===== src/rtl/seq_det_pkg.sv =====
// Shared constants and width helpers for the serial pattern detector.
package seq_det_pkg;

  function automatic int clog2(input int v);
    int r;
    r = 0;
    while ((1 << r) < v) r++;
    return r;
  endfunction

  // Width needed to hold a prefix length 0..pat_w inclusive.
  function automatic int pw_of(input int pat_w);
    return clog2(pat_w + 1);
  endfunction

  localparam int          DEF_PAT_W   = 4;
  localparam logic [15:0] DEF_PAT_RST = 16'h0009;
  localparam int          DEF_CNT_W   = 8;

endpackage


===== src/rtl/seq_prefix_match.sv =====
// Longest k such that the newest k history bits equal the first k pattern bits,
// limited to the number of history bits that are actually valid.
module seq_prefix_match
  import seq_det_pkg::*;
#(
  parameter  int PAT_W = DEF_PAT_W,
  localparam int PW    = pw_of(PAT_W)
) (
  input  logic [PAT_W-1:0] hist_n,
  input  logic [PW-1:0]    fill_n,
  input  logic [PAT_W-1:0] pattern,
  output logic [PW-1:0]    k
);

  logic [PAT_W:1] cand;

  // One comparator per candidate length; the pattern MSB is matched first.
  for (genvar j = 1; j <= PAT_W; j++) begin : g_len
    localparam logic [PW-1:0] LEN = PW'(j);
    assign cand[j] = (fill_n >= LEN) && (hist_n[j-1:0] == pattern[PAT_W-1 -: j]);
  end

  always_comb begin
    k = '0;
    for (int j = 1; j <= PAT_W; j++)
      if (cand[j]) k = PW'(j);
  end

endmodule


===== src/rtl/seq_detector_param.sv =====
// Serial bit-pattern detector: run-time loadable pattern, optional overlap,
// input qualifier and saturating match counter.
module seq_detector_param
  import seq_det_pkg::*;
#(
  parameter  int             PAT_W   = DEF_PAT_W,
  parameter  logic [PAT_W-1:0] PAT_RST = PAT_W'(DEF_PAT_RST),
  parameter  bit             OVERLAP = 1'b1,
  parameter  int             CNT_W   = DEF_CNT_W,
  localparam int             PW      = pw_of(PAT_W)
) (
  input  logic             clk,
  input  logic             reset,
  input  logic             in_valid,
  input  logic             input_bit,
  input  logic             pattern_load,
  input  logic [PAT_W-1:0] pattern_in,
  input  logic             count_clr,
  output logic [PW-1:0]    state,
  output logic             out,
  output logic [CNT_W-1:0] match_count
);

  localparam logic [PW-1:0] FILL_MAX = PW'(PAT_W);

  logic [PAT_W-1:0] pattern;
  logic [PAT_W-1:0] hist, hist_n;
  logic [PW-1:0]    fill, fill_n;
  logic [PW-1:0]    k;
  logic             accept, hit;

  always_comb begin
    hist_n = {hist[PAT_W-2:0], input_bit};
    fill_n = (fill == FILL_MAX) ? fill : fill + 1'b1;
    accept = in_valid && !pattern_load;
    hit    = (k == FILL_MAX);
  end

  seq_prefix_match #(.PAT_W(PAT_W)) u_match (
    .hist_n  (hist_n),
    .fill_n  (fill_n),
    .pattern (pattern),
    .k       (k)
  );

  always_ff @(posedge clk or negedge reset) begin
    if (!reset) begin
      pattern <= PAT_RST;
      hist    <= '0;
      fill    <= '0;
      state   <= '0;
      out     <= 1'b0;
    end else if (pattern_load) begin
      pattern <= pattern_in;
      hist    <= '0;
      fill    <= '0;
      state   <= '0;
      out     <= 1'b0;
    end else if (in_valid) begin
      hist  <= hist_n;
      // Non-overlap mode forgets history so the next match needs PAT_W fresh bits.
      fill  <= (hit && !OVERLAP) ? '0 : fill_n;
      state <= k;
      out   <= hit;
    end else begin
      out <= 1'b0;
    end
  end

  always_ff @(posedge clk or negedge reset) begin
    if (!reset)
      match_count <= '0;
    else if (count_clr)
      match_count <= '0;
    else if (accept && hit && (match_count != {CNT_W{1'b1}}))
      match_count <= match_count + 1'b1;
  end

endmodule


===== config.mk =====
export PLATFORM = sky130hd
export DESIGN_NAME = seq_detector_param
export DESIGN_NICKNAME = d
export VERILOG_FILES = /design/src/rtl/seq_det_pkg.sv /design/src/rtl/seq_prefix_match.sv /design/src/rtl/seq_detector_param.sv
export SDC_FILE = /design/constraint.sdc
export NUM_CORES = 1
export LEC_CHECK = 0
export ABC_CLOCK_PERIOD_IN_PS = 1900
export CAP_MARGIN = 10
export CORE_UTILIZATION = 50
export CTS_BUF_LIST = sky130_fd_sc_hd__clkbuf_4 sky130_fd_sc_hd__clkbuf_8
export DETAILED_ROUTE_END_ITERATION = 8
export GPL_TIMING_DRIVEN = 1
export PLACE_DENSITY_LB_ADDON = 0.15
export SYNTH_ARGS = -nofsm -noshare
export SYNTH_HDL_FRONTEND = slang
export SYNTH_SLANG_ARGS = --single-unit

===== constraint.sdc =====
create_clock -name clk -period 1.9 [get_ports clk]
set_clock_uncertainty 0.15 [all_clocks]
set_input_delay 0.475 -clock clk [delete_from_list [all_inputs] [get_ports clk]]
set_output_delay 0.475 -clock clk [all_outputs]
set_load 0.05 [all_outputs]

Yosys cells after proc, flatten, opt, wreduce, memory -nomap -nowiden
Cells that the tools add are included.

cells by class
  add/sub/neg operators = 2
  magnitude comparators = 4
  equality and inequality tests = 7
  muxes and demuxes = 15
  reduce and logical (&&, ||, !) cells = 10

operator list
  operator               count
  $mux W3                8
  $mux W8                2
  $add A8 B1 Y8 const B  1
  $ne A8 B8 Y1 const B   1
  $logic_and A1 B1 Y1    7
  $eq A3 B3 Y1 const B   2
  $ge A3 B2 Y1 const B   2
  $eq A4 B4 Y1           1
  $mux W2                2
  $reduce_bool A2 Y1     2
  $add A3 B1 Y3 const B  1
  $eq A3 B3 Y1           1
  $ge A3 B1 Y1 const B   1
  $ge A3 B3 Y1 const B   1
  $mux W1                3
  $eq A2 B2 Y1           1
  $eq A1 B1 Y1           1
  $logic_not A1 Y1       1

word-level totals
  register bits = 22
  bits of input ports = 10
  output and inout bits = 12
  logic and storage cells = 44

Logic depth before layout (Yosys ltp)
Gate-level depths: netlist of run 1.

  depth after elaboration = 13
  mapped depth = 7
  gate-level depth less buffers = 7

Modules after synthesis
Synthesis of run 1 repeated with hierarchy kept, for this count alone.

second synthesis, totals
  cells, all modules = 121
  area total of the unflattened synthesis = 1239.9 sq um

modules (own cells, without submodules)
  module              times used  cells an instance  area an instance (sq um)  seq. area each (sq um)
  seq_detector_param  1           94                 1061.0                    553.0
  seq_prefix_match    1           27                 178.9                     0.0

Least setup slack after synthesis of run 1
Ideal clock, no wire load.

  path type = register to register
  start = register match_count[0]
  end = register match_count[3]
  setup time = 0.128 ns
  data arrival time = 1.978 ns
  data required time = 1.622 ns
  path slack = -0.355 ns
  stages on the path, launching flop included = 7
  path buffers = 0
  clock period less this slack = 2.255 ns
  cells stage by stage = dfrtp_1 -> ha_1 -> inv_1 -> o41ai_4 -> nor3_4 -> nand4_1 -> mux2_1

on the way
  word-level cells in the longest chain between the ends = 3
  elaborated cells on any way between the ends = 6
  classes of those cells = add/sub: 1; eq/ne: 1; mux: 2; reduce/logical: 2

ends and longest elaborated chain
  element                                         RTL line                                            text
  start: declaration                              seq_detector_param.sv:21                            output logic [CNT_W-1:0] match_count
  start signal: assignment                        seq_detector_param.sv:76                            match_count <= match_count + 1'b1;
  $add A8 B1 Y8 or $ne A8 B8 Y1 (tied branches)   seq_detector_param.sv:76, seq_detector_param.sv:75
  $mux W8 or $logic_and A1 B1 Y1 (tied branches)  seq_detector_param.sv:75                            else if (accept && hit && (match_count != {CNT_W{1'b1}}))
  $mux W8 or $reduce_bool A2 Y1 (tied branches)   -

Parallel ways exist; a longest one is shown, timed or not. The select of a mux whose other input is x is not followed.
A chain may end at the register's enable or synchronous reset.

Worst setup path in the final report of run 1
  start = register fill[0]
  end = register state[0]

on the way
  word-level cells in the longest chain between the ends = 10
  elaborated cells on any way between the ends = 17
  classes of those cells = add/sub: 1; order compare: 4; eq/ne: 1; mux: 7; reduce/logical: 4

ends and longest elaborated chain
  element                                        RTL line                  text
  start: declaration                             seq_detector_param.sv:28  logic [PW-1:0] fill, fill_n;
  start signal: assignment                       seq_detector_param.sv:62  fill <= (hit && !OVERLAP) ? '0 : fill_n;
  $add A3 B1 Y3 or $eq A3 B3 Y1 (tied branches)  seq_detector_param.sv:34  fill_n = (fill == FILL_MAX) ? fill : fill + 1'b1;
  $mux W3 *                                      seq_detector_param.sv:34
  $ge A3 B1 Y1                                   seq_prefix_match.sv:20    assign cand[j] = (fill_n >= LEN) && (hist_n[j-1:0] == pattern[PAT_W-1 -: j]);
  $logic_and A1 B1 Y1                            seq_prefix_match.sv:20
  $mux W1                                        seq_prefix_match.sv:26    if (cand[j]) k = PW'(j);
  $mux W2 (2 in a row)                           seq_prefix_match.sv:26
  $mux W3 *                                      seq_prefix_match.sv:26
  $mux W3 *                                      seq_detector_param.sv:59  end else if (in_valid) begin
  $mux W3 *                                      seq_detector_param.sv:53  end else if (pattern_load) begin
  end signal: assignment                         seq_detector_param.sv:63  state <= k;
  end: declaration                               seq_detector_param.sv:19  output logic [PW-1:0] state,

Mark *: on every way between the ends. The rest lies on a longest branch, timed or not. The select of a mux whose other input is x is not followed.

==> results of run 1 <==
==> flip-flops by register name (all words and copies together) (netlist names) <==
| register | cells |
|---|---|
| match_count | 8 |
| hist | 3 |
| fill | 3 |
| state | 3 |
| out | 1 |
| pattern | 4 |
==> worst register-to-register path: cells and delay by family, from the launching register on <==
family | cells | cell delay [ps]
buf+inv | 1 | 70
flops | 1 | 420
compound gates | 4 | 770
fa+ha+maj | 1 | 160
simple gates | 1 | 210
==> layer usage <==
layer  vias to the layer above  wire length [µm]
met5                         -                 0
met4                         0                47
met3                         5                72
met2                        18              1440
met1                       514              1330
li1                        515                 -
==> worst paths after layout <==
kind	start	depth (start not counted)	endpoint
min in group clk	state[1]$_DFFE_PN0P_	2	state[1]$_DFFE_PN0P_
max in group asynchronous	reset	2	pattern[0]$_DFFE_PN1P_
worst max-delay path	fill[0]$_DFFE_PN0P_	7	state[0]$_DFFE_PN0P_
worst max register to register	fill[0]$_DFFE_PN0P_	7	state[0]$_DFFE_PN0P_
worst min register to register	state[1]$_DFFE_PN0P_	2	state[1]$_DFFE_PN0P_
worst min-delay path	reset	2	match_count[5]$_DFFE_PN0P_
==> metrics by stage <==
step / setup TNS (ps) / setup WS [ps] / area (µm²)
2_1_floorplan: -15.1 / -15.1 / 1410
3_3_place_gp: -4120 / -470 / 1770
3_5_place_dp: -4490 / -489 / 1770
4_1_cts: 0 / 12.8 / 1850
5_1_grt: -90.1 / -57.9 / 1940
6_report: 0 / 32.0 / 1940
==> logic make-up after synthesis <==
group                      Yosys count  share of synthesized area
DFF                                 22                      0.405
xor gates and xnor gates            14                      0.136
adders and majority gates            4                     0.0366
AOI/OAI and AO/OA                   19                      0.118
and+or+nand+nor                     41                      0.162
muxes                               12                     0.0925
buffers and inverters               12                     0.0494
==> cell usage in the layout, fill, tap and decap left out, drive strengths merged, types with 3 or more instances in the layout <==
master and count:
buf 38, clkbuf 4, clkdlybuf4s50 8, dfrtp 20, ha 4, inv 5, mux2 5, mux2i 7
nand2 3, nand3 4, nor2 21, nor3 3, o21ai 4, xnor2 9, xor2 5
==> where the power goes <==
part           switching, mW  total (mW)  internal, mW
Clock                  0.152       0.269         0.117
Sequential            0.0266       0.517         0.490
Combinational          0.117       0.260         0.143
Total                  0.295        1.05         0.750
==> final cells by class <==
cell class	count	area [µm²]
multi-input combinational	90	820
inverter	5	18.8
fill	161	586
clock buffer	4	36.3
sequential	22	563
tap	30	37.5
timing repair buffer	47	462
==> what timing repair did <==
item | in CTS | in global routing
setup buffers | 4 | 8
resized for setup | 8 | 4
setup endpoints to repair | 8 | 8
pin swaps | 2 | 2
==> run_results.csv, run 1 <==
group,metric,value,unit
timing,max_freq,535,MHz
cts,clk_pin_slew,130,ps
routing,ant_nets,0,
global_routing,first_global_vias,1001,
timing,holdWs,341,ps
global_routing,met2_usage,0.358,
synthesis,yosysTopAreaCell,"dfrtp_1",
synthesis,yosys-top-cells-area,"dfrtp_1 (37%), xnor2_4 (6.0%), nor2_1 (5.8%)",
place,dp.cells,183,
timing,final-setup-viol-count,0,
final_layout,area_growth,41.8,%
floorplan,core,2520,µm²
place,globalplace.congestion,0.772,
hold_path,hold_class,"in -> async",
synthesis,yosys-top-cells-count,"nor2_1 (21), dfrtp_1 (20), mux2i_1 (7)",
timing,period_minus_slack,1870,ps
timing,period_share,0.983,
synthesis,synth_cell_types,43,
global_routing,grt_max_degree,23,
cts,cts_tree,"yes",
floorplan,io_pins,22,
power,p_leak,0.833,nW
global_routing,busiest_layer,"met2",
outcome,outcome,"completed",
power,p_per_area,540,nW/µm²
routing,drtIter0Drc,12,
run,drv_cap,0,
worst_setup_path,crit_family,"compound AO/OA/AOI/OAI gates",
synthesis,synth.most_common_cell,"nor2_1",
routing,wl_per_cell,14.6,µm
synthesis,yosys_warnings,0,
worst_setup_path,critical_path_buf_inv_count,1,
place,dp_hpwl,2.00,mm
synthesis,synth_ff_type,"dfrtp_1",
cts,cts_made_buffers,3,
final_layout,drive_gt1_frac,0.464,
synthesis,synth_seq_area_share,0.405,
synthesis,syn_area_per_cell,11.0,µm²
worst_setup_path,worstPathCellList,"inv_2, ha_4, nand3b_1, o21a_1, a2bb2oi_1, o211a_1, a2111oi_2",
synthesis,syn_area,1370,µm²
place,io_buffers,21,
final_layout,nets,183,
final_layout,stdcell_count,198,
worst_setup_path,crit_required,1970,ps
floorplan,die_w,54.3,µm
routing,vias,1052,
timing,slew_viol_final,0,
floorplan,die_y,54.3,µm
synthesis,synthArstFlopShare,1.00,
routing,vias_per_cell,5.31,
worst_setup_path,crit_arrival,1940,ps
global_routing,grt_use_met3,0.0333,
synthesis,syn_inst,124,
timing,slew_headroom,0.737,
cts,clk_path_buf_depth,2,
worst_setup_path,path_max_fanout,4,
routing,drt_first_pass_iters,4,
worst_setup_path,end_kind,"flop",
worst_setup_path,critical_path_class,"reg -> reg",
synthesis,synthesis.nets,138,
final_layout,fin_util,0.768,
cts,postCtsHoldBufs,0,
power,ir_drop,0.436,mV
timing,final_hold_viol_count,0,
global_routing,grt_overflow,0,
cts,root_buffer,"clkbuf_4",
global_routing,grt_pass1_wl,4.34,mm
power,totalPowerFinal,1.05,mW
timing,rsz0062_at_grt,"yes",
global_routing,antenna_found_initial,0,
worst_setup_path,crit_path_top_delay_cell,"dfrtp_1",
worst_setup_path,cp-start-kind,"flop",
cts,clock_latency,320,ps
global_routing,grt_usage,0.211,
cts,clock-sinks,22,
synthesis,synth-seq-cells,22,
floorplan,die_area,2950,µm²
floorplan,start_util,0.542,
synthesis,synth_top_area_share,0.366,
timing,worst_pin_slew,393,ps
routing,routed_wl,2.89,mm
global_routing,grt_use_met1,0.265,
synthesis,synth-edff-count,0,
routing,drc_errors,0,
worst_setup_path,crit_path_max_incr_delay,420,ps
floorplan,std_cell_rows,18,
cts,cts_max_level,1,
final_layout,antenna_cells,0,
worst_setup_path,r2r_slack,30,ps
(Power assumes the default switching activity.)
==> inputs of run 2 (changes only) <==
- HOLD_SLACK_MARGIN: not set -> 0.05
- PLACE_DENSITY: not set -> 0.82
- PLACE_DENSITY_LB_ADDON: 0.15 -> not set
==> run 2 against run 1 <==
Against the previous run: setup slack got worse by 2.8 ps; global-route usage grew 0.26 points; flip-flop and latch count unchanged; register-to-register slack hardly changed; highest routed layer unchanged; non-clock buffer count unchanged.
==> run_results.csv, run 2 (synthesis results as in run 1) <==
group,metric,value,unit
timing,final_hold_viol_count,0,
routing,wl_per_cell,14.7,µm
hold_path,min_path_cells,2,
power,ir_drop,0.439,mV
power,comb_power_share,0.258,
timing,period_minus_slack,1870,ps
worst_setup_path,crit_arrival,1970,ps
floorplan,die_y,54.3,µm
cts,cts_tree,"yes",
global_routing,grt_pass1_wl,4.49,mm
cts,clk_path_buf_depth,2,
cts,postCtsHoldBufs,0,
final_layout,top_register,"match_count",
global_routing,first_global_vias,1018,
cts,clock-sinks,22,
timing,rsz0062_at_grt,"yes",
global_routing,grt_usage,0.214,
place,dp_slack,-457,ps
timing,period_share,0.985,
power,p_sw,0.294,mW
hold_path,hold_class,"reg -> reg",
worst_setup_path,reg2regPathDepth,8,
routing,vias,1060,
final_layout,reg.largest.list,"match_count (8), pattern (4)",
worst_setup_path,crit_required,2000,ps
final_layout,drive_gt1_frac,0.482,
cts,cts_made_buffers,3,
cts,root_buffer,"clkbuf_4",
final_layout,antenna_cells,0,
outcome,outcome,"completed",
place,dp.cells,181,
worst_setup_path,end_kind,"flop",
run,drv_cap,0,
final_layout,area_growth,43.1,%
routing,routed_wl,2.92,mm
power,clkPwrFrac,0.233,
floorplan,io_pins,22,
timing,fin_tns_setup,0,ps
timing,slew_viol_final,0,
global_routing,grt_max_degree,23,
global_routing,antenna_found_initial,0,
floorplan,die_w,54.3,µm
worst_setup_path,critical_path_class,"reg -> reg",
final_layout,stdcell_count,198,
floorplan,start_util,0.542,
timing,final-setup-viol-count,0,
cts,clock_latency,300,ps
worst_setup_path,path_max_fanout,6,
routing,ant_nets,0,
final_layout,largest_reg_flops,8,
final_layout,mostFrequentLayoutCells,"buf_4 (31), nor2_1 (21), dfrtp_1 (11), dfrtp_2 (9)",
cts,cts_max_level,1,
place,dp_hpwl,2.02,mm
routing,drtIter0Drc,16,
power,p_sw_frac,0.287,
floorplan,core,2520,µm²
final_layout,nets,183,
routing,vias_per_cell,5.35,
power,p_leak,0.862,nW
floorplan,std_cell_rows,18,
cts,clk_pin_slew,120,ps
timing,max_freq,535,MHz
power,internal_power,0.731,mW
floorplan,die_area,2950,µm²
routing,drt_first_pass_iters,4,
timing,slew_headroom,0.787,
timing,worst_pin_slew,319,ps
worst_setup_path,cp-start-kind,"flop",
power,p_per_area,524,nW/µm²
place,io_buffers,21,
global_routing,grt_overflow,0,
routing,drc_errors,0,
final_layout,layout_commonest_cell,"buf_4",
place,globalplace.congestion,0.817,
power,seqPwrFrac,0.508,
timing,final.setup.worst_slack,29.2,ps
==> run 2: metrics by stage <==
| step | instance area [µm²] | hold WS (ps) | power [mW] | utilization |
|---|---|---|---|---|
| floorplan | 1410 | 29.4 | 0.686 | - |
| global placement | 1750 | 332 | 0.744 | 0.695 |
| detailed placement | 1750 | 327 | 0.753 | 0.695 |
| CTS | 1790 | 347 | 0.997 | 0.711 |
| global route | 1960 | 401 | 1.08 | 0.775 |
| finish | 1960 | 353 | 1.03 | 0.775 |
==> run 2: final timing paths <==
| check | start | endpoint | slack (ps) |
|---|---|---|---|
| min in group asynchronous | reset | match_count[4]$_DFFE_PN0P_ | 360 |
| worst min register to register | state[1]$_DFFE_PN0P_ | state[1]$_DFFE_PN0P_ | 350 |
| worst min-delay path | state[1]$_DFFE_PN0P_ | state[1]$_DFFE_PN0P_ | 350 |
| worst max-delay path | match_count[0]$_DFFE_PN0P_ | match_count[5]$_DFFE_PN0P_ | 30 |
| worst max register to register | match_count[0]$_DFFE_PN0P_ | match_count[5]$_DFFE_PN0P_ | 30 |
| max in group asynchronous | reset | pattern[0]$_DFFE_PN1P_ | 960 |
==> run 2: metal layers <==
metal / vias up / track usage / part of all wire
met5: - / 0 / 0
met4: 0 / 0.0812 / 0.0045
met3: 2 / 0.0306 / 0.026
met2: 22 / 0.372 / 0.54
met1: 520 / 0.266 / 0.43
li1: 516 / - / -
==> run 2: power groups by stage <==
stage / Sequential (mW) / Combinational [mW] / Clock (mW)
global placement: 0.530 / 0.215 / 0
detailed placement: 0.531 / 0.223 / 0
global route: 0.525 / 0.286 / 0.271
floorplan: 0.526 / 0.160 / 0
CTS: 0.522 / 0.226 / 0.249
finish: 0.521 / 0.265 / 0.239
==> run 2: timing repair <==
action,4_1_cts,5_1_grt
endpoints found under the setup margin,8,6
pin swaps,2,5
resized for setup,3,16
setup buffers,1,12
==> run 2: critical path: stages, from the launching register on <==
cell and delay (ps):
dfrtp_2 430, ha_4 160, inv_4 40, o41ai_4 310, buf_4 190, nor3_4 40, buf_4 170, a211oi_2 200
a31o_1 120
==> run 2: final cells by class <==
cell class | instances | area (µm²)
Inverter | 5 | 21.3
Fill cell | 155 | 567
Tap cell | 30 | 37.5
Multi-Input combinational cell | 90 | 836
Timing Repair Buffer | 47 | 467
Clock buffer | 4 | 30.0
Sequential cell | 22 | 564
